## config.mk

```make
export PLATFORM = sky130hd
export DESIGN_NAME = regfile_wb_ctrl
export DESIGN_NICKNAME = d
export VERILOG_FILES = /design/src/rtl/regfile_pkg.sv /design/src/rtl/wb_fifo.sv /design/src/rtl/regfile_wb_ctrl.sv
export SDC_FILE = /design/constraint.sdc
export NUM_CORES = 1
export LEC_CHECK = 0
export ABC_AREA = 1
export CAP_MARGIN = 10
export CORE_MARGIN = 2
export CORE_UTILIZATION = 37
export DETAILED_ROUTE_END_ITERATION = 16
export HOLD_SLACK_MARGIN = 0.03
export SLEW_MARGIN = 10
export SYNTH_ARGS = -nofsm -noshare
export SYNTH_HDL_FRONTEND = slang
export SYNTH_SLANG_ARGS = --single-unit
```

## constraint.sdc

```tcl
create_clock -name clk -period 7.49 [get_ports clk]
set_clock_uncertainty 0.05 [all_clocks]
set_input_delay 1.498 -clock clk [delete_from_list [all_inputs] [get_ports clk]]
set_output_delay 1.498 -clock clk [all_outputs]
set_load 0.01 [all_outputs]
```

## src/rtl/regfile_pkg.sv

```systemverilog
// Shared types and helpers for the register-file write-back path.
package regfile_pkg;

    localparam int DATA_W   = 32;
    localparam int ADDR_W   = 5;
    localparam int NUM_REGS = 2 ** ADDR_W;

    // One pending register write: destination index plus value.
    typedef struct packed {
        logic [ADDR_W-1:0] addr;
        logic [DATA_W-1:0] data;
    } wb_entry_t;

    // Row-enable decode: register 0 is hard-wired zero, so it never gets an enable.
    function automatic logic [NUM_REGS-1:0] onehot_dec(input logic [ADDR_W-1:0] a);
        logic [NUM_REGS-1:0] v;
        v = '0;
        if (a != '0) begin
            v[a] = 1'b1;
        end
        return v;
    endfunction

endpackage

```

## src/rtl/wb_fifo.sv

```systemverilog
// In-order FIFO of pending register writes.
// REGFILE_WB_FWD_EN: also exposes storage, head pointer and a per-slot valid
// mask so the controller can search pending writes for forwarding.
module wb_fifo
    import regfile_pkg::*;
#(
    parameter int DEPTH = 4,
    localparam int PW = $clog2(DEPTH),
    localparam int CW = PW + 1
) (
    input  logic            clk,
    input  logic            rst,
    input  logic            push,
    input  wb_entry_t       push_entry,
    input  logic            pop,
    output wb_entry_t       head_entry,
    output logic [CW-1:0]   count
`ifdef REGFILE_WB_FWD_EN
    ,
    output wb_entry_t [DEPTH-1:0] mem_q,
    output logic [DEPTH-1:0]      valid,
    output logic [PW-1:0]         head_q
`endif
);

    wb_entry_t [DEPTH-1:0] mem;
    logic [PW-1:0]         head;
    logic [PW-1:0]         tail;

    // Pointers wrap naturally because DEPTH is a power of two; occupancy tracks push/pop.
    always_ff @(posedge clk or posedge rst) begin
        if (rst) begin
            head  <= '0;
            tail  <= '0;
            count <= '0;
        end else begin
            if (push) begin
                tail <= tail + PW'(1);
            end
            if (pop) begin
                head <= head + PW'(1);
            end
            unique case ({push, pop})
                2'b10:   count <= count + CW'(1);
                2'b01:   count <= count - CW'(1);
                default: count <= count;
            endcase
        end
    end

    // Storage needs no reset; stale slots are never read while count excludes them.
    always_ff @(posedge clk) begin
        if (push) begin
            mem[tail] <= push_entry;
        end
    end

    assign head_entry = mem[head];

`ifdef REGFILE_WB_FWD_EN
    assign mem_q  = mem;
    assign head_q = head;

    // A slot is live when its age (distance from head) is below the occupancy.
    always_comb begin
        logic [PW-1:0] off;
        off   = '0;
        valid = '0;
        for (int i = 0; i < DEPTH; i++) begin
            off      = PW'(i) - head;
            valid[i] = ({1'b0, off} < count);
        end
    end
`endif

endmodule

```

## src/rtl/regfile_wb_ctrl.sv

```systemverilog
// Write-back controller feeding the 32-entry register file: buffers write
// requests in order and retires at most one per cycle onto the shared D bus
// with a single row enable.
// REGFILE_WB_FWD_EN: adds fwd_addr/fwd_hit/fwd_data so read ports can see
// writes still queued or retired-but-not-yet-stored.
module regfile_wb_ctrl #(
    parameter int DATA_W = regfile_pkg::DATA_W,
    parameter int ADDR_W = regfile_pkg::ADDR_W,
    parameter int DEPTH  = 4
) (
    input  logic                       clk,
    input  logic                       rst,
    input  logic                       in_valid,
    output logic                       in_ready,
    input  logic [ADDR_W-1:0]          in_addr,
    input  logic [DATA_W-1:0]          in_data,
    input  logic                       wr_stall,
    output logic [2**ADDR_W-1:0]       wr_en,
    output logic [DATA_W-1:0]          wr_data,
    output logic [$clog2(DEPTH):0]     count,
    output logic                       idle
`ifdef REGFILE_WB_FWD_EN
    ,
    input  logic [ADDR_W-1:0]          fwd_addr,
    output logic                       fwd_hit,
    output logic [DATA_W-1:0]          fwd_data
`endif
);

    import regfile_pkg::*;

    localparam int PW = $clog2(DEPTH);
    localparam int CW = PW + 1;

    wb_entry_t push_entry;
    wb_entry_t head_entry;
    logic      push;
    logic      pop;

    // in_ready comes from registered occupancy only, so a full FIFO refuses
    // even when it is draining this same edge.
    assign in_ready   = (count < CW'(DEPTH));
    assign push       = in_valid && in_ready;
    assign pop        = (count != '0) && !wr_stall;
    assign push_entry = '{addr: in_addr, data: in_data};
    assign idle       = (count == '0) && (wr_en == '0);

`ifdef REGFILE_WB_FWD_EN
    wb_entry_t [DEPTH-1:0] fifo_mem;
    logic [DEPTH-1:0]      fifo_valid;
    logic [PW-1:0]         fifo_head;
    logic [ADDR_W-1:0]     wr_addr_q;
    logic [PW-1:0]         idx;
`endif

    wb_fifo #(.DEPTH(DEPTH)) u_fifo (
        .clk        (clk),
        .rst        (rst),
        .push       (push),
        .push_entry (push_entry),
        .pop        (pop),
        .head_entry (head_entry),
        .count      (count)
`ifdef REGFILE_WB_FWD_EN
        ,
        .mem_q      (fifo_mem),
        .valid      (fifo_valid),
        .head_q     (fifo_head)
`endif
    );

    // Retire the head into the output registers; enables drop when nothing retires but data holds.
    always_ff @(posedge clk or posedge rst) begin
        if (rst) begin
            wr_en   <= '0;
            wr_data <= '0;
        end else if (pop) begin
            wr_en   <= onehot_dec(head_entry.addr);
            wr_data <= head_entry.data;
        end else begin
            wr_en   <= '0;
        end
    end

`ifdef REGFILE_WB_FWD_EN
    // Remember which register the in-flight write targets for forwarding.
    always_ff @(posedge clk or posedge rst) begin
        if (rst) begin
            wr_addr_q <= '0;
        end else if (pop) begin
            wr_addr_q <= head_entry.addr;
        end
    end

    // Search oldest to youngest (in-flight first, then FIFO by age) so the last match wins.
    always_comb begin
        fwd_hit  = 1'b0;
        fwd_data = '0;
        idx      = '0;
        if (fwd_addr != '0) begin
            if ((wr_en != '0) && (wr_addr_q == fwd_addr)) begin
                fwd_hit  = 1'b1;
                fwd_data = wr_data;
            end
            for (int k = 0; k < DEPTH; k++) begin
                idx = fifo_head + PW'(k);
                if (fifo_valid[idx] && (fifo_mem[idx].addr == fwd_addr)) begin
                    fwd_hit  = 1'b1;
                    fwd_data = fifo_mem[idx].data;
                end
            end
        end
    end
`endif

endmodule

```

==> results of run 1 <==
state kept, by name, indices dropped and copies added, names as in the netlist:
name / count
u_fifo.mem: 148
wr_en: 32
u_fifo.head: 2
wr_data: 32
u_fifo.tail: 2
u_fifo.count: 3
per-stage QoR:
step                      setup WS [ns]  cells  area, um2  hold slack, ns  util, %
final                              3.41   1131      10600           0.430     46.9
after global routing               3.11   1130      10600           0.454     46.8
after CTS                          3.35   1130      10600           0.435     46.8
after detailed placement           2.84   1088       9850           0.418     43.5
after global placement             2.88   1088       9850           0.415     43.5
after floorplan                    3.77    721       8530           0.466        -
worst min-delay path: stages, from the launching register on:
cell and delay (ns):
dfrtp_1 0.34, nand2_1 0.05, nand2_1 0.05
worst max path at each step:
| stage | from | to | slack [ns] |
|---|---|---|---|
| 6_report | wr_stall | u_fifo.count[2] | 3.41 |
| 5_1_grt | wr_stall | u_fifo.count[2] | 3.11 |
| 4_1_cts | wr_stall | u_fifo.count[2] | 3.35 |
| 3_5_place_dp | wr_stall | u_fifo.count[2] | 2.84 |
| 3_3_place_gp | wr_stall | u_fifo.count[2] | 2.88 |
| 2_1_floorplan | in_valid | u_fifo.mem[0] | 3.77 |
per-layer routing:
layer	track usage [%]	vias up	part of all wire [%]
met1	19.1	2473	45
met2	25.3	124	48
met4	3.58	0	2.0
met5	0	-	0
li1	-	2635	-
met3	2.67	23	5.1
cell usage after synthesis (2+ instances only):
cell type and instances:
ha_1 5, buf_2 14, inv_2 2, dfrtp_1 71, buf_6 4, a21oi_1 2, nand2_1 140, o21ai_1 17
o21ai_0 81, xor2_1 3, buf_4 6, nand2_2 16, nand3_4 4, inv_1 16, nand3_1 22, edfxtp_1 148
clkbuf_1 8, nor2_1 156
layout make-up:
class / count / area share, %
antenna: 1 / 0.0236
inverter: 19 / 0.731
timing repair buffer: 115 / 10.7
clock buffer: 33 / 6.36
clock inverter: 9 / 0.790
sequential: 219 / 58.7
multi-input combinational: 450 / 19.4
tap: 285 / 3.36
cells by family (layout without fill, tap and decap cells):
kind of cell / after synthesis / in the layout
AND/OR/NAND/NOR: 339 / 339
flip-flops: 219 / 219
AO/OA/AOI/OAI: 100 / 100
buffers and inverters: 52 / 176
adder cells (fa/ha/maj): 6 / 6
XOR/XNOR: 4 / 4
other: 1 / 2
where the power goes:
| part | switching, W | internal, W | total, W |
|---|---|---|---|
| registers | 0.000169 | 0.00153 | 0.00170 |
| clock network | 0.000451 | 0.000664 | 0.00112 |
| logic | 0.000721 | 0.000466 | 0.00119 |
| total | 0.00134 | 0.00266 | 0.00400 |
==> key figures, run 1 <==
Timing
  – Setup tns final: 0 ns
  – Fin crit share: 54.5%
  – Max-slew violation count: 0
  – Slew headroom: 37.0%
  – Final setup viols: 0
  – Tmin final: 4.08 ns
  – Unrepaired setup endpoints after global routing: no
  – Fmax: 245 MHz
  – Worst-Margin Slew: 0.945 ns
  – Hold Fails Final Rpt: 0

Synth
  – Synthesized Nets: 768
  – Multiplexer share of the synthesized area: 0%
  – Main combinational cell family by area after synthesis: simple AND/OR/NAND/NOR gates
  – Post-synthesis compound-gate area fraction: 5.87%
  – Flops & latches, synth: 219
  – Async S/R FF share, synth: 32.4%
  – Yosys cell types: 24
  – Mapped Avg Cell Area: 11.8 um2
  – Yosys top cell by area: edfxtp_1
  – Post-Synth Adder-Cell Area: 0.969%
  – Post-synthesis xor/xnor area fraction: 0.411%
  – Register area share after synthesis: 73.0%
  – Synth top area cells: edfxtp_1 52%, dfrtp_1 21%, nor2_1 6.9%, nand2_1 6.2%, o21ai_0 4.8%
  – Ys flop type: edfxtp_1
  – Yosys top cell area share: 52.1%
  – Post-synthesis simple-gate area fraction: 16.4%
  – Ys Warns: 0
  – Cell Area, Synth: 0.00853 mm2
  – Cells after Synth: 721
  – Post-synth EDFFs: 148

Clocking
  – TritonCTS Buffers: 23
  – Clock Latency Late Sink: 0.51 ns
  – Postcts setup bufs: 0
  – Clk sinks: 219
  – Cts repair resizes: 0
  – Reg clk slew, reported paths: 0.06 ns
  – CTS tree: yes
  – Clk buf depth: 3
  – Clock root buffer: clkbuf_16
  – Htree depth: 1
  – CTS Hold Bufs: 0

Routing
  – ANT nets after route: 0
  – Initial DRC count: 335
  – Drt pass-1 iters: 4
  – Vias per inst: 4.65
  – Post-Route WL: 17,500 um
  – Via count: 5,255
  – WL per Instance: 15.5 um
  – DRC violations left: 0

Die
  – Initial Util: 37.7%
  – Core area: 0.0226 mm2
  – Core Rows: 55
  – I/O pin total: 110
  – Die area: 0.0243 mm2
  – Die width: 156 um
  – Die H: 156 um

Worst hold path
  – Hold EP: wr_data[2]
  – Worst hold path depth: 2
  – Hold crit path type: flip-flop to flip-flop
  – Hold Startpoint: wr_data[2]

Placed design
  – DP HPWL: 10,200 um
  – Final Wtd Congestion: 0.693
  – IO buf count: 109

Run
  – Max-cap violations: 0

Worst setup path
  – Delay-heaviest family, CP: buffers and inverters
  – RR Endpoint: u_fifo.count[2]
  – Critical path capture point type: flip-flop
  – Reg2Reg Setup Slack: 4.32 ns
  – CP Max Fanout: 38
  – Worst-path cell chain: clkdlybuf4s50_1, inv_1, nand2_2, inv_2, ha_1, inv_1, fa_1, a21oi_1, o21ai_0, xor2_1
  – Buf/Inv on CP: 4
  – Levels on crit path: 10
  – CP arrival: 4.41 ns
  – Slowest CP cell: inv_2
  – CP dominant cell by count: inv_1
  – Setup crit start kind: primary input
  – Max stage delay on crit path: 0.86 ns
  – R2R Path Start: u_fifo.count[0]
  – CP Data Required Time: 7.82 ns
  – Crit path kind: primary input to flip-flop
  – R2r worst-path depth: 10

Layout
  – Register Area: 0.00622 mm2
  – Most frequent cells in the layout: 152 x nor2_1, 148 x edfxtp_1, 140 x nand2_1
  – Nets@finish: 875
  – Filler cells: 2,062
  – Most common cell after layout, fill and taps aside: nor2_1
  – Ratio of cells with drive above 1 in the final layout: 8.64%
  – P&R area growth vs syn: 24.4%
  – Multi-input gate area: 0.00205 mm2

Run status
  – Outcome: finished clean

Global routing
  – Initial antenna violation count: 1
  – First-pass GRT wire length: 27,800 um
  – Largest net degree at the start of global routing: 79
  – GRT Total Usage: 14.6%
  – Grt total ovfl: 0
  – Vias in the first global route: 5,266

Power
  – Pleak: 4.11 nW
  – Tot Pwr: 0.00400 W
  – PD cells: 377 mW/mm2
  – Worst VDD drop: 224 uV
No activity file was read; power rests on OpenSTA's default activity.
==> run 2, diff against run 1 <==
Clock period 7.49 ns to 3.9 ns, I/O delays scaled along.
==> run 2 against run 1 <==
Sequential power up 92%. Utilization up 0.47 points. Critical endpoint is now idle. Final cell count up 0.62%. Count of clock-buffer cells in the layout down 7.
==> key figures, run 2 (same netlist as run 1, synthesis figures left out) <==
Layout
  – Most frequent cells in the layout: 152 x nor2_1, 148 x edfxtp_1, 140 x nand2_1
  – Final Instance Area: 0.0107 mm2 (+1.0%)
  – Reg with most FFs: u_fifo.mem
  – Filler cells: 2,009 (-2.6%)
  – Ratio of cells with drive above 1 in the final layout: 9.61% (+0.97 points)
  – Nets@finish: 882 (+0.80%)
  – Antenna fix cells: 0 (-1)
  – Most common cell after layout, fill and taps aside: nor2_1
  – Largest registers: u_fifo.mem (148), wr_data (32), wr_en (32)
  – P&R area growth vs syn: 25.7%
  – Max reg flops: 148 (unchanged)

Power
  – Pleak: 4.16 nW (+1.4%)
  – Switching power total: 0.00262 W (+96%)
  – Internal Power: 0.00524 W (+97%)
  – PD cells: 734 mW/mm2 (+95%)
  – Worst VDD drop: 299 uV (+34%)
  – Gate power share: 29.5% (about the same)
  – Share of total power in sequential cells: 41.4% (-1.1 points)
  – Clock power share: 29.0% (+1.1 points)
  – Sw frac: 33.4% (-0.14 points)

Routing
  – Met3 Wirelength: 835 um (-7.2%)
  – ANT nets after route: 0 (unchanged)
  – Post-Route WL: 17,900 um (+2.1%)
  – WL per Instance: 15.7 um (+1.5%)
  – Initial DRC count: 340 (+1.5%)
  – Vias per inst: 4.69 (+0.97%)
  – DRC violations left: 0 (unchanged)
  – Drt pass-1 iters: 4 (unchanged)
  – Top Layer Used: met4
  – Via count: 5,339 (+1.6%)
  – WL met1: 8420 um (+6.8%)
  – Routed wl met2: 8400 um (+0.13%)

Die
  – I/O pin total: 110 (unchanged)
  – Die area: 0.0243 mm2 (unchanged)
  – Core area: 0.0226 mm2 (unchanged)
  – Initial Util: 37.7% (unchanged)
  – Die width: 156 um (unchanged)
  – Die H: 156 um (unchanged)
  – Core Rows: 55 (unchanged)

Clocking
  – CTS Hold Bufs: 0 (unchanged)
  – Clk buf depth: 3 (unchanged)
  – Htree depth: 1 (unchanged)
  – Clock root buffer: clkbuf_16
  – Clock Latency Late Sink: 0.50 ns (about the same)
  – CTS tree: yes
  – Reg clk slew, reported paths: 0.06 ns (about the same)
  – Postcts setup bufs: 0 (unchanged)
  – TritonCTS Buffers: 24 (+4.3%)
  – Cts repair resizes: 0 (unchanged)
  – Clk sinks: 219 (unchanged)

Global routing
  – Grt total ovfl: 0 (unchanged)
  – Initial antenna violation count: 0 (-1)
  – GRT Total Usage: 14.9% (+0.33 points)
  – Largest net degree at the start of global routing: 79 (unchanged)
  – First-pass GRT wire length: 28,700 um (+3.4%)
  – Vias in the first global route: 5,386 (+2.3%)

Worst hold path
  – Hold crit path type: flip-flop to flip-flop

Timing
  – Tmin final: 2.78 ns
  – Worst-Margin Slew: 1.03 ns (+0.0831 ns)
  – Fin crit share: 71.4%
  – Final setup viols: 0 (unchanged)
  – Slew headroom: 31.3% (-5.6 points)
  – Fmax: 359 MHz
  – Setup tns final: 0 ns (unchanged)
  – Max-slew violation count: 0 (unchanged)
  – Unrepaired setup endpoints after global routing: no
  – Worst Hold Slack: 0.426 ns (-0.00440 ns)
  – Hold Fails Final Rpt: 0 (unchanged)

Worst setup path
  – CP Data Required Time: 3.07 ns (-4.75 ns)
  – Crit path kind: flip-flop to output pin
  – Setup crit start kind: flip-flop
  – Reg2Reg Setup Slack: 1.50 ns (-2.82 ns)
  – CP arrival: 1.95 ns (-2.46 ns)
  – Critical path capture point type: output pin
  – CP Max Fanout: 3 (-92%)

Placed design
  – Final Wtd Congestion: 0.733 (+5.8%)
  – IO buf count: 109 (unchanged)
  – DP Area: 0.00991 mm2 (+0.58%)
  – DP HPWL: 11,100 um (+9.4%)

Run status
  – Outcome: finished clean

Run
  – Max-cap violations: 0 (unchanged)
run 2: power groups by stage:
| stage | Clock [W] | Combinational [W] | Sequential (W) |
|---|---|---|---|
| 2_1_floorplan | 0 | 0.00154 | 0.00324 |
| 3_3_place_gp | 0 | 0.00233 | 0.00331 |
| 3_5_place_dp | 0 | 0.00235 | 0.00330 |
| 4_1_cts | 0.00233 | 0.00237 | 0.00327 |
| 5_1_grt | 0.00242 | 0.00264 | 0.00332 |
| 6_report | 0.00228 | 0.00232 | 0.00326 |
run 2: final cells by class:
class / count / area, um2 / area share [%]
clock buffers: 26 / 639 / 5.97
clock inverters: 18 / 170 / 1.59
inverters: 19 / 77.6 / 0.724
multi-input cells: 450 / 2050 / 19.2
flip-flops and latches: 219 / 6220 / 58.1
well taps: 285 / 357 / 3.33
repair buffers: 121 / 1190 / 11.1
run 2: through the flow:
stage | total power [W] | cells | utilization (%) | setup slack (ns)
after floorplan | 0.00477 | 721 | - | 0.896
after global placement | 0.00564 | 1094 | 43.8 | 0.988
after detailed placement | 0.00566 | 1094 | 43.8 | 0.974
after CTS | 0.00796 | 1138 | 47.3 | 1.07
after global routing | 0.00838 | 1138 | 47.3 | 0.984
final | 0.00786 | 1138 | 47.3 | 1.12
run 2: metal layers:
layer / vias up / track usage [%]
met5: - / 0
met4: 0 / 3.23
met3: 17 / 2.61
met2: 133 / 24.8
met1: 2543 / 20.8
li1: 2646 / -
run 2: final timing paths:
check                                      from              end  cells past startpoint
min in group asynchronous                   rst  u_fifo.count[1]                      2
worst max-delay path            u_fifo.count[0]             idle                      6
worst min-delay path                wr_data[27]      wr_data[27]                      2
worst max register to register   u_fifo.head[0]        wr_en[18]                      6
max in group asynchronous                   rst       wr_data[1]                      3
worst min register to register      wr_data[27]      wr_data[27]                      2
run 2: critical path, cell delays in order (launching register included):
cell and delay [ns]:
dfrtp_1 0.40, inv_1 0.12, nand3_2 0.10, nor2_1 0.12
nand3_1 0.08, nor2_1 0.10, clkdlybuf4s50_1 0.54
==> run 3, diff against run 2 <==
Clock period 3.9 ns to 2.25 ns, I/O delays scaled along.
==> run 3 against run 2 <==
Via count up 2.2%. Clock power up 67%. Utilization up 0.39 points. Non-clock buffer count up 5. Cell area up 0.83%. Combinational power up 89%. Largest cell class unchanged. Largest power group unchanged. Highest routed layer unchanged.
==> key figures, run 3 (same netlist as run 1, synthesis figures left out) <==
Run status
  – Outcome: finished clean

Placed design
  – DP HPWL: 10,700 um (-3.5%)
  – DP Area: 0.0100 mm2 (+1.1%)
  – IO buf count: 109 (unchanged)
  – Final Wtd Congestion: 0.735 (+0.19%)

Power
  – Sw frac: 33.2% (-0.16 points)
  – PD cells: 1260 mW/mm2 (+72%)
  – Worst VDD drop: 604 uV (+100%)
  – Pleak: 4.19 nW (+0.68%)
  – Clock power share: 28.0% (-1.0 points)
  – Share of total power in sequential cells: 39.9% (-1.5 points)
  – Tot Pwr: 0.0136 W (+73%)
  – Switching power total: 0.00452 W (+72%)
  – Internal Power: 0.00909 W (+74%)
  – Gate power share: 32.1% (+2.6 points)

Worst setup path
  – Crit path kind: flip-flop to output pin
  – CP Max Fanout: 3 (unchanged)
  – Critical path capture point type: output pin
  – CP Data Required Time: 1.75 ns (-1.32 ns)
  – Setup crit start kind: flip-flop
  – CP arrival: 1.53 ns (-0.42 ns)

Timing
  – Max-slew violation count: 0 (unchanged)
  – Unrepaired setup endpoints after global routing: no
  – Fmax: 492 MHz
  – Final setup viols: 0 (unchanged)
  – Slew headroom: 63.9% (+33 points)
  – Fin crit share: 90.4%
  – Tmin final: 2.03 ns
  – Hold Fails Final Rpt: 0 (unchanged)
  – Worst-Margin Slew: 0.542 ns (-0.487 ns)

Routing
  – Drt pass-1 iters: 4 (unchanged)
  – Top Layer Used: met4
  – WL met1: 7940 um (-5.7%)
  – Routed wl met2: 8450 um (+0.61%)
  – Via count: 5,456 (+2.2%)
  – Initial DRC count: 273 (-20%)
  – WL per Instance: 15.5 um (-1.5%)
  – Vias per inst: 4.77 (+1.7%)
  – ANT nets after route: 0 (unchanged)
  – Met3 Wirelength: 1080 um (+29%)
  – DRC violations left: 0 (unchanged)
  – Post-Route WL: 17,700 um (-1.1%)

Layout
  – Filler cells: 2,051 (+2.1%)
  – Antenna fix cells: 0 (unchanged)
  – Max reg flops: 148 (unchanged)
  – Ratio of cells with drive above 1 in the final layout: 10.4% (+0.76 points)
  – P&R area growth vs syn: 26.7%
  – Nets@finish: 887 (+0.57%)
  – Most frequent cells in the layout: 152 x nor2_1, 148 x edfxtp_1, 140 x nand2_1
  – Reg with most FFs: u_fifo.mem
  – Most common cell after layout, fill and taps aside: nor2_1
  – Final Instance Area: 0.0108 mm2 (+0.83%)
  – Largest registers: u_fifo.mem (148), wr_data (32), wr_en (32)

Die
  – Core Rows: 55 (unchanged)
  – Die area: 0.0243 mm2 (unchanged)
  – Initial Util: 37.7% (unchanged)
  – Die width: 156 um (unchanged)
  – I/O pin total: 110 (unchanged)
  – Die H: 156 um (unchanged)
  – Core area: 0.0226 mm2 (unchanged)

Clocking
  – Clk sinks: 219 (unchanged)
  – CTS tree: yes
  – Htree depth: 1 (unchanged)
  – Clock Latency Late Sink: 0.51 ns (about the same)
  – Clk buf depth: 3 (unchanged)
  – TritonCTS Buffers: 24 (unchanged)
  – Clock root buffer: clkbuf_16
  – Reg clk slew, reported paths: 0.06 ns (about the same)
  – CTS Hold Bufs: 0 (unchanged)

Global routing
  – First-pass GRT wire length: 28,400 um (-1.2%)
  – Grt total ovfl: 0 (unchanged)
  – GRT Total Usage: 14.7% (-0.20 points)
  – Initial antenna violation count: 0 (unchanged)
  – Vias in the first global route: 5,389 (+0.056%)
  – Largest net degree at the start of global routing: 78 (-1.3%)

Run
  – Max-cap violations: 0 (unchanged)

Worst hold path
  – Hold crit path type: primary input to async pin
run 3: cell count changes in the layout (fill, tap and decap cells not counted), sizes merged:
cell,before,now
bufinv,3,0
clkdlybuf4s50,109,108
buf,12,17
clkinv,13,5
clkinvlp,2,3
inv,19,18
clkbuf,26,38
run 3: critical path: stages, from the launching register on:
cell,delay [ns]
dfrtp_1,0.41
inv_2,0.09
nand3_2,0.09
nor2_1,0.12
nand3_1,0.08
nor2_1,0.11
clkbuf_2,0.14
run 3: power by group through the flow:
stage | Sequential, W | Combinational (W) | Clock [W]
6_report | 0.00543 | 0.00438 | 0.00381
5_1_grt | 0.00550 | 0.00495 | 0.00407
4_1_cts | 0.00544 | 0.00449 | 0.00390
3_5_place_dp | 0.00550 | 0.00448 | 0
3_3_place_gp | 0.00549 | 0.00440 | 0
2_1_floorplan | 0.00561 | 0.00266 | 0
run 3: path summary, 6_finish.rpt:
check                           startpoint             end  slack, ns  cells past startpoint
max                        u_fifo.count[0]            idle       0.22                      6
min                                    rst  u_fifo.tail[0]       0.36                      3
max reg2reg                 u_fifo.head[1]     wr_data[20]       0.41                      6
min reg2reg                    wr_data[23]     wr_data[23]       0.43                      2
max in group asynchronous              rst  u_fifo.head[0]       1.48                      3
min in group clk               wr_data[23]     wr_data[23]       0.43                      2
run 3: area by class of cell:
type | count | area (um2) | area share (%)
Multi-Input combinational cell | 450 | 2050 | 19.0
Inverter | 19 | 80.1 | 0.741
Clock inverter | 7 | 38.8 | 0.359
Timing Repair Buffer | 126 | 1300 | 12.0
Clock buffer | 37 | 752 | 6.96
Sequential cell | 219 | 6220 | 57.6
Tap cell | 285 | 357 | 3.30
run 3: what timing repair did:
action                                  4_1_cts  5_1_grt
endpoints found under the setup margin        1        1
hold endpoints to repair                      0        0
buffers inserted                              0        0
resized for setup                             3        2
run 3: metal layers:
layer	vias to the layer above	global-route usage, %
met5	-	0
met4	0	3.41
met3	22	2.69
met2	144	24.9
met1	2626	20.0
li1	2664	-
run 3: metrics by stage:
stage          instances  setup slack (ns)  hold WS, ns  utilization (%)  setup TNS, ns
3_3_place_gp        1099            0.0401        0.415             44.2              0
4_1_cts             1143            0.0350        0.365             47.7              0
3_5_place_dp        1099            0.0654        0.414             44.2              0
5_1_grt             1143            0.0602        0.396             47.7              0
6_report            1143             0.217        0.364             47.7              0
2_1_floorplan        721            -0.519        0.466                -         -76.80
